### src/rtl/uart_tx_ctrl.sv
// UART transmit sequencer: VALID/READY byte intake, baud timing and LSB-first
// serialisation of start / data / stop bits onto TXD.
module uart_tx_ctrl #(
  parameter int CLK_DIV   = 868,
  parameter int DATA_BITS = 8,
  parameter int STOP_BITS = 1
) (
  input  logic                 CLK,
  input  logic                 R_N,
  input  logic [DATA_BITS-1:0] DIN,
  input  logic                 VALID,
  output logic                 READY,
  output logic                 TXD,
  output logic                 BUSY
);

  localparam int CW = (CLK_DIV > 1) ? $clog2(CLK_DIV) : 1;
  localparam int BW = (DATA_BITS > 1) ? $clog2(DATA_BITS) : 1;
  localparam logic [CW-1:0] CNT_MAX = CW'(CLK_DIV - 1);
  localparam logic [BW-1:0] BIT_MAX = BW'(DATA_BITS - 1);

  typedef enum logic [1:0] {IDLE, START, DATA, STOP} state_t;

  state_t               state, state_nxt;
  logic [CW-1:0]        cnt;
  logic [BW-1:0]        bit_idx;
  logic [DATA_BITS-1:0] shift;
  logic                 stop_idx;
  logic                 tick;
  logic                 last_stop;

  assign tick      = (cnt == CNT_MAX);
  // A single stop bit always ends on its first tick; two stop bits need the second.
  assign last_stop = (STOP_BITS == 1) || stop_idx;

  always_comb begin
    state_nxt = state;
    case (state)
      IDLE:    if (VALID) state_nxt = START;
      START:   if (tick) state_nxt = DATA;
      DATA:    if (tick && bit_idx == BIT_MAX) state_nxt = STOP;
      STOP:    if (tick && last_stop) state_nxt = IDLE;
      default: state_nxt = IDLE;
    endcase
  end

  always_ff @(posedge CLK or negedge R_N) begin
    if (!R_N) begin
      state    <= IDLE;
      cnt      <= '0;
      bit_idx  <= '0;
      shift    <= '0;
      stop_idx <= 1'b0;
    end else begin
      state <= state_nxt;

      if (state == IDLE || tick) cnt <= '0;
      else                       cnt <= cnt + 1'b1;

      if (state == IDLE && VALID)     shift <= DIN;
      else if (state == DATA && tick) shift <= shift >> 1;

      // Saturates at the last data bit so it can never wrap into a bogus index.
      if (state == START && tick)
        bit_idx <= '0;
      else if (state == DATA && tick && bit_idx != BIT_MAX)
        bit_idx <= bit_idx + 1'b1;

      if (state != STOP) stop_idx <= 1'b0;
      else if (tick)     stop_idx <= ~stop_idx;
    end
  end

  always_comb begin
    TXD = 1'b1;
    case (state)
      START:   TXD = 1'b0;
      DATA:    TXD = shift[0];
      default: TXD = 1'b1;
    endcase
  end

  assign READY = (state == IDLE);
  assign BUSY  = ~READY;

endmodule

### config.mk
export PLATFORM = sky130hd
export DESIGN_NAME = uart_tx_ctrl
export DESIGN_NICKNAME = d
export VERILOG_FILES = /design/src/rtl/uart_tx_ctrl.sv
export SDC_FILE = /design/constraint.sdc
export NUM_CORES = 1
export LEC_CHECK = 0
export CAP_MARGIN = 20
export CORE_MARGIN = 2
export CORE_UTILIZATION = 50
export CTS_CLUSTER_SIZE = 25
export DETAILED_ROUTE_END_ITERATION = 16
export GPL_ROUTABILITY_DRIVEN = 1
export PLACE_DENSITY_LB_ADDON = 0.08
export SYNTH_ARGS = -nofsm -noshare
export SYNTH_HDL_FRONTEND = slang
export SYNTH_SLANG_ARGS = --single-unit
### constraint.sdc
create_clock -name CLK -period 1.93 [get_ports CLK]
set_input_delay 0.4825 -clock CLK [delete_from_list [all_inputs] [get_ports CLK]]
set_output_delay 0.4825 -clock CLK [all_outputs]
set_load 0.03 [all_outputs]
Yosys cells after proc, flatten, opt, wreduce, memory -nomap -nowiden

Index checks and enable logic that the tools add are counted.

Register bits after elaboration: 23
Output and inout bits: 3
Logic and storage cells: 38

Add/sub/neg operators: 2
Equal/unequal tests: 10
Mux-type cells: 11
Bitwise gates (word level): 1
Reductions and logical operators: 10

Operator list:

| operator                | number |
|---|---|
| $mux W8                 | 2 |
| $add A10 B1 Y10 const B | 1 |
| $eq A10 B10 Y1 const B  | 1 |
| $mux W10                | 1 |
| $mux W2                 | 4 |
| $ne A2 B2 Y1 const B    | 4 |
| $pmux W2 S4             | 1 |
| $mux W3                 | 2 |
| $logic_and A1 B1 Y1     | 5 |
| $eq A2 B2 Y1 const B    | 2 |
| $reduce_and A4 Y1       | 1 |
| $reduce_bool A2 Y1      | 2 |
| $add A3 B1 Y3 const B   | 1 |
| $eq A3 B3 Y1 const B    | 1 |
| $ne A3 B3 Y1 const B    | 1 |
| $eq A2 B1 Y1 const B    | 1 |
| $logic_not A2 Y1        | 1 |
| $pmux W1 S2             | 1 |
| $logic_or A1 B1 Y1      | 1 |
| $not A1 Y1              | 1 |

Depth between registers and ports, before layout

Word-level depth: 5
Mapped depth: 8

Worst setup path before layout

No wires, ideal clock.

Kind: register -> register
Start: register state[0]
End: register state[1]
Setup time: 0.128 ns
Arrival: 1.772 ns
Required time: 1.802 ns
Setup slack: 0.030 ns
Cell stages (with the launch flop): 7
Buffers on the path: 0
Clock period less this slack: 1.900 ns
Path through: dfrtp_1 inv_1 ha_1 inv_1 o21ai_0 a21oi_2 mux2_1

Longest elaborated chain between the ends: 3
Elaborated cells on any way between the ends: 10

RTL lines:

| item                        | RTL line | source |
|---|---|---|
| start: declaration          | 24       | `state_t state, state_nxt;` |
| start signal: assignment    | 55       | `state <= state_nxt;` |
| $logic_not A2 Y1 *          | -        |  |
| net READY                   | 12       | `output logic READY,` |
| $ne A2 B2 Y1 (no line)      | -        |  |
| $reduce_and A4 Y1 (no line) | -        |  |

Mark *: on every way through the listed nets, which the timed path passes. The rest lies on a longest branch.
A chain may end at the register's enable or synchronous reset.

Final worst setup path

Start: register state[1]
End: output TXD

Longest elaborated chain between the ends: 2
Elaborated cells on any way between the ends: 3

RTL lines:

| item                                                | RTL line | source |
|---|---|---|
| $eq A2 B2 Y1 / $eq A2 B1 Y1 (equally long branches) | 76       | `case (state)` |
| $pmux W1 S2 *                                       | 76       |  |
| end: declaration                                    | 13       | `output logic TXD,` |

Every way passes the cells marked *; elsewhere a longest branch is shown, timed or not.

==> flow_summary.ini <==
[layout]
layout-drive-gt1-share = 0.197
syn2layout_area_growth_pct = 17.8
ff_latch_area_um2 = 576
multiInputGateArea_um2 = 701
diodes = 0
fill_cells = 220
nNetsFinal = 171
postLayoutCellArea_um2 = 1540

[pwr]
power.leakage_uw = 0.000690
combPwrFrac = 0.477
powerDensity_nw_per_um2 = 1180
p_sw_frac = 0.402
ir_drop_mv = 0.792
p_sw_uw = 730
p_clk_frac = 0.126
p_seq_frac = 0.396
internal-power_uw = 1090

[logic_synthesis]
yosysSeqAreaShare = 0.441
netlist.area_leader.share = 0.441
synth-edff-count = 0
synth_area_leaders = dfrtp_1 44%, nand2_1 7.5%, ha_1 6.7%
syn_area_per_cell_um2 = 9.97
synth_commonest_cells = 26 x nand2_1, 23 x dfrtp_1, 10 x nor2_1
ys.flop_type = dfrtp_1
yosysTopAreaCell = dfrtp_1
ys_seq_elements = 23
ys_warn_count = 0
synth_area_um2 = 1310
synth_cell_type_count = 37
synth_nets = 149
async_flop_share = 1.00
yosysMostFrequentCell = nand2_1
synthCells = 131

[setup_path]
rr_startpoint = cnt[0]
critPathMaxStageDelay_ns = 0.41
cp.arrival_ns = 1.35
cpMostUsedCell = buf_4
path_cells = buf_4 > ha_4 > o21ai_1 > buf_4
regToRegSetupSlack_ns = 0.14
endpoint_kind = primary output
cp-start-kind = register
r2r_cells = 5
cp_top_family = flip-flops
required_ns = 1.45
worst-path-stages = 4
crit_type = reg -> out
crit_slowest_cell = dfrtp_1
path_max_fanout = 7
r2r-end = state[1]
cp_num_buf_inv = 2

[clock_network]
cts-root-buf = clkbuf_4
cts_hold_repair.buffers = 0
clk-insertion-delay-late_ns = 0.32
cts_buffers = 3
htreeDepth = 1
cts.reportedPaths.clkPinSlew_ns = 0.13
cts_sinks = 23
clockBufferDepth = 2
cts_tree = done

[route]
vias = 998
drc = 0
initialDrtViolationCount = 25
detail-route-antenna-nets = 0
drt_pass1_iterations = 4
routedWlPerCell_um = 13.9
drt_wl_total_um = 2540
viasPerCell = 5.48

[timing]
drv_slew = 0
fin_setup_tns_ns = 0
post-route-min-period_ns = 1.83
finalSetupViolations = 0
worst_pin_slew_ns = 0.466
maxSlewHeadroom = 0.689
fin_worst_skew_ns = 0.00682
rsz0062_at_grt = false
timing.final.crit_share = 0.951
hold_viol = 0
fmax_mhz = 545

[place]
dp_hpwl_um = 1730
dpl_cell_area_um2 = 1440
io_buffers = 13
gp_congestion = 0.742

[min_path]
hp-start = cnt[0]
min_path_type = reg -> reg
min_to = cnt[0]
hold_depth = 1

[die]
dieHeight_um = 55.1
dieArea_um2 = 3040
num_rows = 18
io_pins = 14
initial_core_util = 0.527
die_x_um = 55.1
core_um2 = 2480

[global_route]
grt_usage = 0.190
grt_antenna_before_repair = 0
grt_pass1_vias = 933
grt_start_max_net_pins = 24
grt_pass1_wl_um = 4110
grt_overflow = 0

[run_status]
status = finished, final reports clean

[run]
cap_viol_max_count = 0
==> worst register-to-register path: stages (launching register included) <==
cell	delay, ns
dfrtp_1	0.41
ha_1	0.23
nor4b_4	0.34
nand4b_4	0.19
a21oi_2	0.19
mux2_1	0.33
==> metrics by stage <==
| step | total power (uW) | hold slack, ns | std cells | setup WS [ns] | util |
|---|---|---|---|---|---|
| 3_5_place_dp | 1470 | 0.478 | 172 | 0.0957 | 0.581 |
| 4_1_cts | 1740 | 0.492 | 178 | 0.0253 | 0.600 |
| 2_1_floorplan | 1250 | 0.187 | 131 | 0.0300 | - |
| 6_report | 1820 | 0.494 | 182 | 0.0954 | 0.621 |
| 5_1_grt | 1960 | 0.517 | 182 | 0.000369 | 0.621 |
| 3_3_place_gp | 1440 | 0.463 | 172 | 0.152 | 0.581 |
==> power groups by stage <==
stage | logic [uW] | registers (uW) | clock network, uW
2_1_floorplan | 545 | 709 | 0
3_3_place_gp | 718 | 725 | 0
3_5_place_dp | 735 | 731 | 0
4_1_cts | 786 | 717 | 238
5_1_grt | 973 | 735 | 255
6_report | 868 | 721 | 230
==> state kept, by name, indices dropped and copies added (netlist names) <==
name	flops
state	2
shift	8
bit_idx	3
cnt	10
==> worst max-delay path by stage <==
stage / startpoint / slack, ns / end
after detailed placement: state[0] / 0.1 / state[1]
after floorplan: state[0] / 0.03 / state[1]
after global routing: state[0] / 0.0004 / TXD
after global placement: state[0] / 0.15 / state[1]
after CTS: state[0] / 0.03 / BUSY
final: state[1] / 0.1 / TXD
==> placed cells by master, fill, tap and decap left out, drive strengths merged, types with 2 or more instances in the layout <==
| cell type | synthesis | final |
|---|---|---|
| nand2 | 26 | 26 |
| clkdlybuf4s50 | 0 | 10 |
| nor2 | 10 | 10 |
| and2 | 3 | 3 |
| and4 | 3 | 3 |
| ha | 7 | 7 |
| dfrtp | 23 | 23 |
| o21ai | 5 | 5 |
| o211ai | 7 | 7 |
| nand3 | 11 | 11 |
| inv | 4 | 4 |
| or3 | 2 | 2 |
| xor2 | 2 | 2 |
| clkbuf | 1 | 3 |
| xnor2 | 5 | 5 |
| a31oi | 2 | 2 |
| buf | 3 | 11 |
| nor2b | 2 | 2 |
| a21oi | 2 | 2 |
==> what timing repair did <==
action                     CTS  global route
setup endpoints to repair    2             3
setup buffers                2             4
pin swaps                    0             2
gates resized for setup      2             5
==> kinds of logic after synthesis <==
| logic type | Yosys count | synth area share |
|---|---|---|
| flops | 23 | 0.441 |
| simple gates | 65 | 0.277 |
| xor+xnor | 7 | 0.0469 |
| compound gates | 19 | 0.108 |
| buf+inv | 8 | 0.0441 |
| fa+ha+maj | 7 | 0.0670 |
| mux | 2 | 0.0163 |
==> routing by layer <==
metal / track usage / part of all wire / vias up / wire (um)
met3: 0.0296 / 0.045 / 4 / 114
met1: 0.256 / 0.48 / 470 / 1210
met5: 0 / 0 / - / 0
met4: 0.0650 / 0.013 / 0 / 32
met2: 0.310 / 0.46 / 24 / 1180
li1: - / - / 500 / -
==> final cells by class <==
| cell class | count | share of cell area |
|---|---|---|
| clock inverter | 1 | 0.00325 |
| tap | 30 | 0.0244 |
| clock buffer | 3 | 0.0146 |
| timing repair buffer | 21 | 0.119 |
| multi-input combinational | 100 | 0.455 |
| sequential | 23 | 0.374 |
| inverter | 4 | 0.00976 |
No activity file was read; power rests on OpenSTA's default activity.
